[src/rtl/adder_acc_reg_if.sv]
// Operand/result bundle for adder_acc_reg: the source drives operands, the unit returns the result and flags.
interface adder_acc_reg_if #(parameter int WIDTH = 4);
  logic             en;
  logic [WIDTH-1:0] A;
  logic [WIDTH-1:0] B;
  logic             Cin;
  logic [1:0]       mode;
  logic [WIDTH-1:0] q;
  logic             co;
  logic             ovf;
  logic             zero;
  logic             vld;

  modport master (output en, A, B, Cin, mode, input q, co, ovf, zero, vld);
  modport slave  (input en, A, B, Cin, mode, output q, co, ovf, zero, vld);
endinterface

[src/rtl/adder_acc_reg.sv]
// Registered add/subtract/accumulate unit with carry, overflow, zero flags and a result strobe.
// Optional input stage (PIPE=1) adds one cycle of latency without breaking accumulate chains.
module adder_acc_reg #(
  parameter int WIDTH = 4,
  parameter int PIPE  = 0
) (
  input logic            clk,
  input logic            reset,
  adder_acc_reg_if.slave bus
);
  localparam logic [1:0] MODE_ADD    = 2'd0;
  localparam logic [1:0] MODE_SUB    = 2'd1;
  localparam logic [1:0] MODE_ACC    = 2'd2;
  localparam logic [1:0] MODE_ACCSUB = 2'd3;

  logic [WIDTH-1:0] s_a, s_b;
  logic             s_cin, s_vld;
  logic [1:0]       s_mode;

  logic [WIDTH-1:0] q_r;
  logic             co_r, ovf_r, zero_r, vld_r;

  logic [WIDTH-1:0] add_x, add_y;
  logic             add_c;
  logic [WIDTH:0]   sum;
  logic             sum_ovf;

  if (PIPE != 0) begin : g_pipe
    always_ff @(posedge clk) begin
      if (reset) begin
        s_vld  <= 1'b0;
        s_a    <= '0;
        s_b    <= '0;
        s_cin  <= 1'b0;
        s_mode <= MODE_ADD;
      end else begin
        s_vld  <= bus.en;
        s_a    <= bus.A;
        s_b    <= bus.B;
        s_cin  <= bus.Cin;
        s_mode <= bus.mode;
      end
    end
  end else begin : g_nopipe
    always_comb begin
      s_vld  = bus.en;
      s_a    = bus.A;
      s_b    = bus.B;
      s_cin  = bus.Cin;
      s_mode = bus.mode;
    end
  end

  // Accumulate modes read the live q, so chained ops need no bubble even with PIPE=1.
  always_comb begin
    add_x = s_a;
    add_y = s_b;
    add_c = s_cin;
    case (s_mode)
      MODE_ADD:    begin add_x = s_a; add_y = s_b;  add_c = s_cin;  end
      MODE_SUB:    begin add_x = s_a; add_y = ~s_b; add_c = ~s_cin; end
      MODE_ACC:    begin add_x = q_r; add_y = s_a;  add_c = s_cin;  end
      MODE_ACCSUB: begin add_x = q_r; add_y = ~s_a; add_c = ~s_cin; end
      default:     begin add_x = s_a; add_y = s_b;  add_c = s_cin;  end
    endcase
    sum     = {1'b0, add_x} + {1'b0, add_y} + {{WIDTH{1'b0}}, add_c};
    sum_ovf = (add_x[WIDTH-1] == add_y[WIDTH-1]) && (sum[WIDTH-1] != add_x[WIDTH-1]);
  end

  always_ff @(posedge clk) begin
    if (reset) begin
      q_r    <= '0;
      co_r   <= 1'b0;
      ovf_r  <= 1'b0;
      zero_r <= 1'b1;
      vld_r  <= 1'b0;
    end else begin
      vld_r <= s_vld;
      if (s_vld) begin
        q_r    <= sum[WIDTH-1:0];
        co_r   <= sum[WIDTH];
        ovf_r  <= sum_ovf;
        zero_r <= (sum[WIDTH-1:0] == '0);
      end
    end
  end

  assign bus.q    = q_r;
  assign bus.co   = co_r;
  assign bus.ovf  = ovf_r;
  assign bus.zero = zero_r;
  assign bus.vld  = vld_r;
endmodule

[src/flat_wrapper.sv]
// flat-port wrapper written by rule: the top's interface ports become plain ports
module adder_acc_reg_flat 
#(
  parameter int WIDTH = 4,
  parameter int PIPE  = 0
)
  (clk, reset, bus_en, bus_A, bus_B, bus_Cin, bus_mode, bus_q, bus_co, bus_ovf, bus_zero, bus_vld);
  adder_acc_reg_if #(.WIDTH(WIDTH)) bus_i ();
  input logic clk;
  input logic reset;
  input wire logic [$bits(bus_i.en)-1:0] bus_en;
  input wire logic [$bits(bus_i.A)-1:0] bus_A;
  input wire logic [$bits(bus_i.B)-1:0] bus_B;
  input wire logic [$bits(bus_i.Cin)-1:0] bus_Cin;
  input wire logic [$bits(bus_i.mode)-1:0] bus_mode;
  output wire logic [$bits(bus_i.q)-1:0] bus_q;
  output wire logic [$bits(bus_i.co)-1:0] bus_co;
  output wire logic [$bits(bus_i.ovf)-1:0] bus_ovf;
  output wire logic [$bits(bus_i.zero)-1:0] bus_zero;
  output wire logic [$bits(bus_i.vld)-1:0] bus_vld;
  assign bus_i.en = bus_en;
  assign bus_i.A = bus_A;
  assign bus_i.B = bus_B;
  assign bus_i.Cin = bus_Cin;
  assign bus_i.mode = bus_mode;
  assign bus_q = bus_i.q;
  assign bus_co = bus_i.co;
  assign bus_ovf = bus_i.ovf;
  assign bus_zero = bus_i.zero;
  assign bus_vld = bus_i.vld;
  adder_acc_reg #(.WIDTH(WIDTH), .PIPE(PIPE)) u_core (.clk(clk), .reset(reset), .bus(bus_i));
endmodule
[config.mk]
export PLATFORM = sky130hd
export DESIGN_NAME = adder_acc_reg_flat
export DESIGN_NICKNAME = d
export VERILOG_FILES = /design/src/rtl/adder_acc_reg_if.sv /design/src/rtl/adder_acc_reg.sv /design/src/flat_wrapper.sv
export SDC_FILE = /design/constraint.sdc
export NUM_CORES = 1
export LEC_CHECK = 0
export ABC_AREA = 1
export CORE_MARGIN = 4
export CORE_UTILIZATION = 45
export CTS_BUF_LIST = sky130_fd_sc_hd__clkbuf_8
export DETAILED_ROUTE_END_ITERATION = 6
export PLACE_DENSITY = 0.85
export SLEW_MARGIN = 20
export SYNTH_ARGS = -nofsm -noshare
export SYNTH_HDL_FRONTEND = slang
export SYNTH_SLANG_ARGS = --single-unit
[constraint.sdc]
create_clock -name clk -period 3.94 [get_ports clk]
set_clock_uncertainty 0.1 [all_clocks]
set_input_delay 0.591 -clock clk [delete_from_list [all_inputs] [get_ports clk]]
set_output_delay 0.591 -clock clk [all_outputs]
set_load 0.01 [all_outputs]
# == Yosys cells after proc, flatten, opt, wreduce, memory -nomap -nowiden ==
# Index checks and enable logic that the tools add are counted.
# word_totals
register_bits,8
latch_bits,0
ramBits,0
mem_bits_ro,0
word_cells,25
memories,0
# classes
add_sub_neg,2
multipliers,0
n_div,0
magnitude_cmp,0
n_eq_ne,5
shift,0
muxes,3
n_bitwise,3
reduce_logical,7
# op_table
op,count
$pmux W4 S4,1
$not A4 Y4,2
$pmux W4 S2,1
$reduce_or A2 Y1,4
$add A4 B4 Y5,1
$add A5 B1 Y5,1
$eq A2 B2 Y1 const B,2
$logic_not A4 Y1,1
$eq A2 B1 Y1 const B,1
$logic_not A2 Y1,1
$pmux W1 S2,1
$eq A1 B1 Y1,1
$logic_and A1 B1 Y1,1
$ne A1 B1 Y1,1
$not A1 Y1,1

# == Longest topological paths before layout ==
# logic_depth
ltp_word,7
depth_mapped,12
depth_no_buf,12

# == Worst setup path after synthesis ==
# No wires, ideal clock.
# synth_timing
path_type,input port to flip-flop
start,input port bus_mode[0]
end,"register u_core.zero_r, in the netlist u_core.bus.zero"
setup_time_ps,115
arrival_ps,2174
required_time_ps,3725
setup_slack_ps,1551
path_stages,8
path_cell_list,buf_2 > xor2_1 > fa_1 > fa_1 > nor2_4 > nor3b_2 > nand3_1 > nand2_1
# synth_via
elab_chain_len,6
elab_cells_between_ends,14
classes_between,add/sub (2); eq/ne (3); mux (3); reduce/logical (6)
# synth_rtl
item,line,text
start: declaration,flat_wrapper.sv:15,input wire logic [$bits(bus_i.mode)-1:0] bus_mode;
"$eq A2 B2 Y1, or another cell as far along",adder_acc_reg.sv:59,case (s_mode)
$reduce_or A2 Y1 (no line),-,
$pmux W4 S2,adder_acc_reg.sv:59,
$add A4 B4 Y5,adder_acc_reg.sv:66,"sum = {1'b0, add_x} + {1'b0, add_y} + {{WIDTH{1'b0}}, add_c};"
$add A5 B1 Y5 *,adder_acc_reg.sv:66,
net u_core.sum[1],adder_acc_reg.sv:25,logic [WIDTH:0] sum;
$logic_not A4 Y1 *,adder_acc_reg.sv:83,zero_r <= (sum[WIDTH-1:0] == '0);
end signal: assignment,adder_acc_reg.sv:83,
end: declaration,adder_acc_reg.sv:21,"logic co_r, ovf_r, zero_r, vld_r;"
# The timed path passes the listed nets; every way through them passes the cells marked *.
# A chain may end at the register's enable or synchronous reset.

# == Worst setup path after layout ==
# layout_timing
start,input port bus_mode[1]
end,"register u_core.zero_r, in the netlist u_core.bus.zero"
# The elaborated chain is that of the path after synthesis.

==> metrics.txt <==
run status=finished clean; register area=~160 µm²; reg2reg start=u_core.bus.q[0]; Gates resized, CTS repair=0; CTS Buffer Depth=2; share of layout cells above drive strength 1=0.110; CP Capture Type=register; post-CTS setup buffer count=0; Remaining DRCs=0; Placed Cells=120; Port Buffer Count=21; Worst Max-Slew Pin Slew=0.353 ns; max-slew violation count=0; Worst-Skew Late Latency=around 0.23 ns; MaxCap Viol Count=0; Finished Layout Cells=between 100 and 150; Reg2Reg Setup Slack=between 1.5 and 2 ns; Min-Delay Path Class=reg -> reg; initial antenna violation count=0; Post-Syn Area=around 610 µm²; Max IR drop VDD=approximately 230 µV; Startpoint Class=input pin; number of synthesis warnings=0; Tot GR Track Use=0.176; Die Y=between 40 and 50 µm; number of nets in the layout=130; WL/cell=~12 µm; Power Density=between 300 and 400 nW/µm²; Antenna diodes=0; Worst Path Required=approximately 4 ns; area of the multi-input gates=407 µm²; aggregate global routing overflow=0; worst r2r path cells=8; vias in the first global route=roughly 640; WP data arrival=about 3.1 ns; setup_tns=0 ns; DPL Wire Length=1.18 mm; final hold vios=0; Min-Delay Endpoint=u_core.bus.q[1]; register area share after synthesis=0.263; number of synthesized register bits=8; crit path kind=in -> reg; DRT iter0 DRCs=13; CP max FO=10; Post-DRT Antenna Nets=0; Worst-path clk slew=0.04 ns; Power Total=approximately 0.00033 W; Hold Path Depth=2; Mean Syn Cell Area=approximately 7.1 µm²; count of final setup violators=0; unique cell type count in the Yosys netlist=19; WHS=between 0.3 and 0.4 ns; CORE AREA=1190 µm²; RSZ-0062 raised after global routing=false; hold buffer count at cts=0; average vias per placed instance=5.02; chip width=44.8 µm; P_leak=approximately 0.42 nW; post-route minimum period=about 3 ns; H-tree levels=1; post-synthesis cell count=86; Fmax achieved=about 330 MHz; Ports=22; CTS buffer count=3; worst reg2reg endpoint=u_core.bus.zero; Hold Startpoint=u_core.bus.q[1]; routed via count=617; first-pass GRT wire length=2.56 mm; site row count=12; area delta synth->final=43.3%; maximum number of pins on one net before global-route repair=11; CTS tree=built; root buffer cell=clkbuf_8; DIE AREA=about 2000 µm²; WL final=approximately 1.5 mm; syn_nets=105; initial core utilization=0.514; Slew HR=0.762; RePlAce Congestion=roughly 0.83; Tcrit/Tclk final=0.761; drt pass-1 iters=4; Sink Count=8; fillers=~110
[critical path, stage by stage]
cell and delay (ns):
clkdlybuf4s50_1 0.60, inv_2 0.15, nand2_1 0.10, nand2_1 0.07, xor2_1 0.16, fa_1 0.46
fa_1 0.50, nor2_4 0.13, nor3b_2 0.18, nand3_1 0.09, nand2_1 0.06
[through the flow]
step	instance area, µm²	util	setup slack [ns]
finish	873	0.736	0.941
global route	873	0.736	0.814
CTS	873	0.736	0.953
detailed placement	832	0.701	0.703
global placement	832	0.701	0.834
floorplan	609	-	1.55
[area by class of cell]
| cell class | instances | area share |
|---|---|---|
| multi-input combinational | 67 | 0.466 |
| timing repair buffer | 21 | 0.241 |
| sequential | 8 | 0.183 |
| clock buffer | 3 | 0.0473 |
| inverter | 10 | 0.0430 |
| tap | 14 | 0.0201 |
[per-layer routing]
layer	track usage	wire, µm
met5	0	0
met4	0.0760	19
met3	0.0837	89
met2	0.278	731
met1	0.202	618
[layout by cell type, fill, tap and decap left out, types with 2 or more instances in the layout]
cell and instances:
nand2_1 26, clkdlybuf4s50_1 21, nor2_1 9, inv_1 8, dfxtp_1 8, o21ai_0 7, xor2_1 5, nand3_1 3
a21oi_1 3, ha_1 3, clkbuf_8 3, inv_2 2, nand2_4 2, nand3_2 2, fa_1 2
[sequential cells by signal (all words and copies together) (netlist names)]
register	count
u_core.bus.co	1
u_core.bus.ovf	1
u_core.bus.q	4
u_core.bus.vld	1
u_core.bus.zero	1
[where the power goes]
group	total [W]	internal [W]	switching, W
sequential	0.0000954	0.0000905	0.00000493
combinational	0.000130	0.0000618	0.0000683
clock	0.000101	0.0000664	0.0000345
[worst max path at each step]
stage	start	end	slack [ns]	cells past startpoint
after floorplan	bus_mode[0]	u_core.bus.zero	1.55	8
after global placement	bus_mode[1]	u_core.bus.zero	0.83	11
after detailed placement	bus_mode[1]	u_core.bus.zero	0.70	11
after CTS	bus_mode[1]	u_core.bus.zero	0.95	11
after global routing	bus_mode[1]	u_core.bus.zero	0.81	13
final	bus_mode[1]	u_core.bus.zero	0.94	11
[cells by family (layout without fill, tap and decap cells)]
group / count (synthesis) / after routing / synth area share
and+or+nand+nor: 45 / 45 / 0.359
AOI/OAI and AO/OA: 12 / 12 / 0.109
buffers and inverters: 11 / 34 / 0.0698
DFF: 8 / 8 / 0.263
adders and majority gates: 5 / 5 / 0.127
xor gates and xnor gates: 5 / 5 / 0.0719
[synth_stat cells]
cell / instances / area (µm²)
nand2_4: 2 / 22.5
nand2_1: 26 / 97.6
dfxtp_1: 8 / 160
buf_2: 1 / 5.00
a211oi_1: 1 / 7.51
a21oi_2: 1 / 8.76
a21oi_1: 3 / 15.0
nor3b_2: 1 / 12.5
o21ai_0: 7 / 35.0
inv_2: 2 / 7.51
xor2_1: 5 / 43.8
inv_1: 8 / 30.0
fa_1: 2 / 40.0
ha_1: 3 / 37.5
nor2_4: 1 / 11.3
or2_1: 1 / 6.26
nand3_2: 2 / 20.0
nand3_1: 3 / 15.0
nor2_1: 9 / 33.8
No activity file was read; power rests on OpenSTA's default activity.
